--- src/rtl/uart_rx.sv ---
// uart_rx -- receive half of the UART.
//
// Synchronises the asynchronous serial line, qualifies the start bit at its
// centre, samples 8 data bits LSB-first at bit centres, checks the stop bit
// and reports the result with a single-cycle strobe.
//
// Ports:
//   clk_i         system clock, rising edge
//   rst_i         synchronous reset, active-high
//   rx_en         receiver enable, only looked at while idle
//   CLKS_PER_BIT  clk_i cycles per bit (4..65535), stable while busy
//   i_RX_Serial   asynchronous serial input, idle high
//   o_RX_Byte     last byte received with a good stop bit
//   o_RX_Done     one-cycle pulse: o_RX_Byte has just been updated
//   o_RX_Err      one-cycle pulse: stop bit was sampled low
//   o_RX_Busy     high whenever the receiver is not idle
//
// Handshake: o_RX_Done and o_RX_Err are single-cycle, mutually exclusive,
// unacknowledged strobes; there is no ready/back-pressure. Any consumer must
// capture o_RX_Byte in the cycle o_RX_Done is high (it is also held until the
// next good frame).

module uart_rx (
    input  logic        clk_i,
    input  logic        rst_i,
    input  logic        rx_en,
    input  logic [15:0] CLKS_PER_BIT,
    input  logic        i_RX_Serial,
    output logic [7:0]  o_RX_Byte,
    output logic        o_RX_Done,
    output logic        o_RX_Err,
    output logic        o_RX_Busy
);

    typedef enum logic [2:0] {
        S_IDLE    = 3'd0,
        S_START   = 3'd1,
        S_DATA    = 3'd2,
        S_STOP    = 3'd3,
        S_CLEANUP = 3'd4
    } state_t;

    state_t      state_q, state_d;
    logic        sync1_q, sync2_q;
    logic [15:0] cnt_q, cnt_d;
    logic [2:0]  idx_q, idx_d;
    logic [7:0]  sh_q, sh_d;
    logic [7:0]  byte_q, byte_d;
    logic        done_q, done_d;
    logic        err_q, err_d;
    logic        busy_q, busy_d;

    logic        rx_s;
    logic [15:0] half;
    logic [15:0] last;

    assign rx_s = sync2_q;
    assign half = CLKS_PER_BIT >> 1;
    assign last = CLKS_PER_BIT - 16'd1;

    // Two-flop synchroniser; both flops reset to the idle (high) line level
    // so reset never looks like a start edge.
    always_ff @(posedge clk_i) begin
        if (rst_i) begin
            sync1_q <= 1'b1;
            sync2_q <= 1'b1;
        end else begin
            sync1_q <= i_RX_Serial;
            sync2_q <= sync1_q;
        end
    end

    always_ff @(posedge clk_i) begin
        if (rst_i) begin
            state_q <= S_IDLE;
            cnt_q   <= 16'd0;
            idx_q   <= 3'd0;
            sh_q    <= 8'd0;
            byte_q  <= 8'd0;
            done_q  <= 1'b0;
            err_q   <= 1'b0;
            busy_q  <= 1'b0;
        end else begin
            state_q <= state_d;
            cnt_q   <= cnt_d;
            idx_q   <= idx_d;
            sh_q    <= sh_d;
            byte_q  <= byte_d;
            done_q  <= done_d;
            err_q   <= err_d;
            busy_q  <= busy_d;
        end
    end

    always_comb begin
        state_d = state_q;
        cnt_d   = cnt_q;
        idx_d   = idx_q;
        sh_d    = sh_q;
        byte_d  = byte_q;
        // Strobes default low so each one lasts exactly the cycle after it
        // is raised (that cycle is always CLEANUP).
        done_d  = 1'b0;
        err_d   = 1'b0;

        case (state_q)
            S_IDLE: begin
                cnt_d = 16'd0;
                idx_d = 3'd0;
                if (rx_en && !rx_s) begin
                    state_d = S_START;
                end
            end

            S_START: begin
                if (cnt_q != half) begin
                    cnt_d = cnt_q + 16'd1;
                end else if (!rx_s) begin
                    // Still low at the start-bit centre: genuine start bit.
                    cnt_d   = 16'd0;
                    state_d = S_DATA;
                end else begin
                    // Line went back high: treat as a glitch, no strobe.
                    state_d = S_IDLE;
                end
            end

            S_DATA: begin
                if (cnt_q != last) begin
                    cnt_d = cnt_q + 16'd1;
                end else begin
                    sh_d[idx_q] = rx_s;
                    cnt_d       = 16'd0;
                    if (idx_q != 3'd7) begin
                        idx_d = idx_q + 3'd1;
                    end else begin
                        idx_d   = 3'd0;
                        state_d = S_STOP;
                    end
                end
            end

            S_STOP: begin
                if (cnt_q != last) begin
                    cnt_d = cnt_q + 16'd1;
                end else begin
                    if (rx_s) begin
                        byte_d = sh_q;
                        done_d = 1'b1;
                    end else begin
                        err_d = 1'b1;
                    end
                    cnt_d   = 16'd0;
                    state_d = S_CLEANUP;
                end
            end

            S_CLEANUP: begin
                state_d = S_IDLE;
            end

            default: begin
                state_d = S_IDLE;
            end
        endcase

        // Registered alongside the state so busy tracks state_q exactly.
        busy_d = (state_d != S_IDLE);
    end

    assign o_RX_Byte = byte_q;
    assign o_RX_Done = done_q;
    assign o_RX_Err  = err_q;
    assign o_RX_Busy = busy_q;

endmodule

--- config.mk ---
export PLATFORM = sky130hd
export DESIGN_NAME = uart_rx
export DESIGN_NICKNAME = d
export VERILOG_FILES = /design/src/rtl/uart_rx.sv
export SDC_FILE = /design/constraint.sdc
export NUM_CORES = 1
export LEC_CHECK = 0
export BUFFER_PORTS_ARGS = -buffer_cell sky130_fd_sc_hd__buf_2
export CAP_MARGIN = 10
export CORE_ASPECT_RATIO = 1.25
export CORE_MARGIN = 8
export CORE_UTILIZATION = 30
export CTS_BUF_LIST = sky130_fd_sc_hd__clkbuf_8
export DETAILED_ROUTE_END_ITERATION = 12
export GPL_TIMING_DRIVEN = 0
export HOLD_SLACK_MARGIN = 0.1
export PLACE_DENSITY = 0.54
export SYNTH_ARGS = -nofsm -noshare
export SYNTH_HDL_FRONTEND = slang
export SYNTH_SLANG_ARGS = --single-unit
--- constraint.sdc ---
create_clock -name clk_i -period 7.3 [get_ports clk_i]
set_input_delay 0.73 -clock clk_i [delete_from_list [all_inputs] [get_ports clk_i]]
set_output_delay 0.73 -clock clk_i [all_outputs]
set_load 0.005 [all_outputs]
==> impl_metrics.json, run 1 <==
{
  "outcome": "completed",
  "synthesis.area_mm2": 0.00288,
  "p_total_uw": 471,
  "antenna_cells": 0,
  "postRouteAntennaNets": 0,
  "initialDrtViolationCount": 105,
  "tightest_slew_ns": 0.716,
  "antenna_found_initial": 0,
  "postCtsHoldBufs": 0,
  "power_leakage_uw": 0.00114,
  "cpMostUsedCell": "nor4_1",
  "viasPerCell": 5.05,
  "setup_violations": 0,
  "peakVddDrop_v": 0.000128,
  "finish.utilization_pct": 34.7,
  "synth_nets": 391,
  "initial_core_util_pct": 30.4,
  "r2r_slack_ns": 3.90,
  "gr-usage-met2_pct": 20.6,
  "layout_common_cells": "43 x dfxtp_1, 34 x nand2_1, 29 x buf_2",
  "cts_root_buf": "clkbuf_8",
  "synth.distinct_cells": 52,
  "gp_congestion": 0.818,
  "cts_resized": 0,
  "drc_errors": 0,
  "synth_edf_count": 0,
  "synth.avg_cell_area_um2": 7.84,
  "worstPathRequired_ns": 7.46,
  "grtUsageMet1_pct": 13.1,
  "ys.flop_type": "dfxtp_1",
  "final_net_count": 424,
  "dr.pass1.iters": 4,
  "min_path_type": "reg2reg",
  "yosys_warnings": 0,
  "port-buffer-count": 26,
  "fillers": 989,
  "drive_above_1_share_pct": 13.2,
  "seq_area_frac_synth_pct": 29.9,
  "cts_setup_buffers": 0,
  "fmax_ghz": 0.267,
  "period_needed_ns": 3.74,
  "path_max_fanout": 8,
  "finalCritPeriodShare_pct": 51.2,
  "grt_busiest_layer": "met2",
  "grt_usage_pct": 11.5,
  "clk_pin_slew_worst_paths_ns": 0.08,
  "tritoncts": "built",
  "dieArea_mm2": 0.0130,
  "powerDensity_mw_per_mm2": 144,
  "synthArstFlopShare_pct": 0,
  "slew_violations": 0,
  "final.setup.tns_ns": 0,
  "cts_sinks": 43,
  "rsz0062_at_grt": "false",
  "cpPeakStageDelay_ns": 0.63,
  "slowest_stage": "nor4_1",
  "synth.area.top_cells": "dfxtp_1 30%, xnor2_1 7.9%, nand2_1 4.4%",
  "rows": 40,
  "grt_max_degree": 15,
  "die-width_um": 104,
  "num_vias": 2659,
  "overflow": 0,
  "grt_pass1_wl_um": 12400,
  "worstReg2RegStart": "cnt_q[4]$_SDFFE_PP0P_",
  "synth_cells": 367,
  "cts_buffers": 5,
  "wl_per_cell_um": 14.1,
  "io_pins": 31,
  "hold_path.startpoint": "sync1_q$_SDFF_PP1_",
  "synth_top_cell_by_area": "dfxtp_1",
  "critPathKind": "in2reg",
  "synth_top_cell_area_share_pct": 29.9,
  "htree_levels": 2,
  "ys_ff_latch": 43,
  "path_cells": "buf_2, inv_1, ha_1, nand2b_1, nor4_1, xnor2_1, or4_4, nor4_1, nand2_1, a21boi_0, o21ai_0",
  "wl_um": 7430,
  "finClkSkew_ns": 0.00569,
  "cp.arrival_ns": 3.90,
  "clkLatencyLatePin_ns": 0.29,
  "core_region_area_mm2": 0.00946,
  "crit_start": "CLKS_PER_BIT[0]",
  "drv_cap": 0,
  "layout_commonest_cell": "dfxtp_1",
  "clk_path_buf_depth": 2,
  "hold_viol": 0,
  "use_met3_pct": 2.47,
  "grt_pass1_vias": 2598,
  "fp.dieH_um": 126,
  "relSlewSlack_pct": 51.9,
  "hpwl_um": 5850,
  "cp-start-kind": "primary input",
  "critPathCaptureType": "register",
  "area_delta_synth_final_pct": 13.9
}
==> logic make-up (layout without fill, tap and decap cells) <==
kind of cell	after synthesis	count (layout)	synth area share, %
flops	43	43	29.9
buf+inv	33	67	4.95
mux	13	13	4.56
fa+ha+maj	4	4	1.74
xor+xnor	37	37	11.3
compound gates	64	64	14.0
simple gates	173	173	33.6
==> path summary, 6_finish.rpt <==
path	end	depth (start not counted)
hold / removal	rx_s$_SDFF_PP1_	1
setup reg to reg	cnt_q[11]$_SDFFE_PP0P_	9
setup / recovery	cnt_q[11]$_SDFFE_PP0P_	11
hold reg to reg	rx_s$_SDFF_PP1_	1
==> worst max-delay path: cells and delay by family <==
kind                       cells  cell delay [ns]
adders and majority gates      1             0.24
and+or+nand+nor                5             1.98
buffers and inverters          2             0.17
AOI/OAI and AO/OA              2             0.66
xor gates and xnor gates       1             0.11
==> synthesized netlist by cell type, types with 2 or more instances <==
library cell  number
nor3b_1            3
a32oi_1            2
nand3_1           20
inv_1              7
nor4_1            11
o211ai_1           4
nor2b_1            8
a211oi_1           2
buf_2              3
nand3b_1           5
xnor2_1           26
nand2_1           34
nor3_4             2
clkbuf_1          21
mux2i_1           12
nand4_1           12
and3_1             7
or4_1              4
a31oi_1            5
buf_6              2
o21ai_0           19
nor2_1            25
ha_1               4
a21oi_1           13
or3_1              2
nand2b_1          13
or2_2              4
a21boi_0           2
nor3_1             8
o22ai_1            5
and2_1             7
or4_4              2
dfxtp_1           43
xor2_1            11
a211o_1            2
==> per-stage QoR <==
step	setup slack (ns)	hold slack, ns	cells	area (um2)
global route	3.38	0.437	527	3280
global placement	3.32	0.400	519	3170
detailed placement	3.27	0.405	519	3170
finish	3.56	0.422	527	3280
CTS	3.58	0.424	527	3280
floorplan	3.73	0.389	367	2880
==> cell type report <==
type	instances	area [um2]	area share, %
clock inverter	3	43.8	1.34
clock buffer	5	68.8	2.10
multi-input combinational	291	1880	57.2
inverter	7	26.3	0.801
timing repair buffer	26	130	3.97
buffer	26	116	3.55
sequential	43	861	26.2
tap	126	158	4.81
==> sequential cells by signal (all words and copies together) (netlist names) <==
name       flops
cnt_q         16
idx_q          3
o_RX_Busy      1
o_RX_Byte      8
o_RX_Done      1
o_RX_Err       1
rx_s           1
sh_q           8
state_q        3
sync1_q        1
==> metal layers <==
metal / share of wire [%] / up-vias
met3: 4.4 / 8
met1: 44 / 1220
met4: 1.3 / 0
li1: - / 1373
met2: 50 / 58
met5: 0 / -
==> power breakdown <==
part           leakage [uW]  switching [uW]  internal, uW  total (uW)
Combinational      0.000737            29.1          20.4        49.5
Clock             0.0000581            83.5           102         185
Sequential         0.000347           0.770           235         236
(Power assumes the default switching activity.)
==> run 2, diff against run 1 <==
PLACE_DENSITY = 0.56   (was 0.54)
clock period = 3.2 ns   (was 7.3 ns; I/O delays follow)
==> impl_metrics.json, run 2 (same netlist as run 1, synthesis figures left out) <==
{
  "outcome": "completed",
  "die-width_um": 104,
  "cp-start-kind": "primary input",
  "power_leakage_uw": 0.00115,
  "critPathKind": "in2reg",
  "overflow": 0,
  "viasPerCell": 5.13,
  "layout_common_cells": "43 x dfxtp_1, 34 x nand2_1, 29 x buf_2",
  "clockPowerShare_pct": 39.8,
  "min_path_type": "in2reg",
  "worst_slack_ns": 0.147,
  "dieArea_mm2": 0.0130,
  "io_pins": 31,
  "antenna_found_initial": 0,
  "area_delta_synth_final_pct": 14.9,
  "relSlewSlack_pct": 64.1,
  "num_vias": 2703,
  "worstPathRequired_ns": 3.38,
  "setup_violations": 0,
  "hpwl_um": 5830,
  "finalCritPeriodShare_pct": 95.4,
  "initialDrtViolationCount": 140,
  "cp.arrival_ns": 3.23,
  "rows": 40,
  "drc_errors": 0,
  "period_needed_ns": 3.05,
  "antenna_cells": 0,
  "fillers": 1034,
  "cts_buffers": 5,
  "path_max_fanout": 8,
  "pre_cts_ws_ns": -0.392,
  "wl_um": 7520,
  "layout_commonest_cell": "dfxtp_1",
  "combPwrFrac_pct": 10.5,
  "finClkSkew_ns": 0.00914,
  "final_net_count": 424,
  "final_cells": 527,
  "p_sw_uw": 267,
  "numPlacedInstances": 519,
  "tightest_slew_ns": 0.534,
  "p_seq_share_pct": 49.7,
  "clk_pin_slew_worst_paths_ns": 0.08,
  "powerDensity_mw_per_mm2": 327,
  "cts_root_buf": "clkbuf_8",
  "critPathCaptureType": "register",
  "fp.dieH_um": 126,
  "clk_path_buf_depth": 2,
  "htree_levels": 2,
  "drv_cap": 0,
  "grt_max_degree": 15,
  "grt_pass1_wl_um": 12600,
  "postCtsHoldBufs": 0,
  "grt_pass1_vias": 2664,
  "rsz0062_at_grt": "true",
  "p_int_uw": 816,
  "hold_viol": 0,
  "port-buffer-count": 26,
  "grt_usage_pct": 11.5,
  "cts_sinks": 43,
  "drive_above_1_share_pct": 14.0,
  "tritoncts": "built",
  "dr.pass1.iters": 4,
  "clkLatencyLatePin_ns": 0.30,
  "core_region_area_mm2": 0.00946,
  "postRouteAntennaNets": 0,
  "slew_violations": 0,
  "peakVddDrop_v": 0.000272,
  "largest_register_ffs": 16,
  "gp_congestion": 0.830,
  "fmax_ghz": 0.328,
  "top_register": "cnt_q",
  "swShare_pct": 24.7,
  "initial_core_util_pct": 30.4,
  "wl_per_cell_um": 14.3
}
run 2: power groups by stage:
stage / sequential [uW] / combinational [uW] / clock [uW]
after floorplan: 551 / 75.6 / 0
after global placement: 552 / 111 / 0
after detailed placement: 552 / 112 / 0
after CTS: 539 / 113 / 446
after global routing: 539 / 126 / 465
final: 539 / 113 / 431
run 2: final timing paths:
path | cells after the start | startpoint | endpoint | slack (ns)
max | 10 | CLKS_PER_BIT[4] | o_RX_Byte[0]$_SDFFE_PP0P_ | 0.15
max reg2reg | 10 | cnt_q[8]$_SDFFE_PP0P_ | cnt_q[3]$_SDFFE_PP0P_ | 0.26
min reg2reg | 1 | sync1_q$_SDFF_PP1_ | rx_s$_SDFF_PP1_ | 0.41
min | 2 | i_RX_Serial | sync1_q$_SDFF_PP1_ | 0.20
run 2: critical path, stage by stage:
cell	delay (ns)
buf_2	0.17
or4_1	0.66
nor4_1	0.36
mux2_2	0.37
o211ai_1	0.18
or4b_4	0.56
nor3_4	0.22
buf_12	0.16
mux2i_1	0.18
nor2_1	0.05
run 2: per-stage QoR:
| step | power, uW | cell area (um2) | setup TNS, ns | hold WS, ns | util (%) |
|---|---|---|---|---|---|
| 2_1_floorplan | 627 | 2880 | 0 | 0.389 | - |
| 3_5_place_dp | 664 | 3170 | -6.41 | 0.395 | 33.5 |
| 3_3_place_gp | 662 | 3170 | -5.88 | 0.400 | 33.5 |
| 4_1_cts | 1100 | 3310 | 0 | 0.201 | 34.9 |
| 6_report | 1080 | 3310 | 0 | 0.202 | 35.0 |
| 5_1_grt | 1130 | 3310 | -0.0235 | 0.203 | 35.0 |
run 2: cell type report:
| type | count | area (um2) | share of cell area, % |
|---|---|---|---|
| clock inverters | 3 | 43.8 | 1.32 |
| plain buffers | 25 | 113 | 3.40 |
| repair buffers | 27 | 150 | 4.54 |
| flip-flops and latches | 43 | 861 | 26.0 |
| multi-input cells | 291 | 1890 | 57.1 |
| clock buffers | 5 | 68.8 | 2.08 |
| well taps | 126 | 158 | 4.77 |
| inverters | 7 | 26.3 | 0.794 |
run 2: timing repair:
action | 4_1_cts | 5_1_grt
buffers inserted | 1 | 0
gates resized for setup | 1 | 2
endpoints found under the setup margin | 17 | 21
hold endpoints to repair | 0 | 0
pin swaps | 1 | 0
run 2: routing by layer:
metal	GRT usage (%)	vias up	part of all wire [%]
met5	0	-	0
met4	3.47	0	1.5
met3	1.90	10	2.9
met2	20.6	50	50
met1	13.6	1271	45
li1	-	1372	-
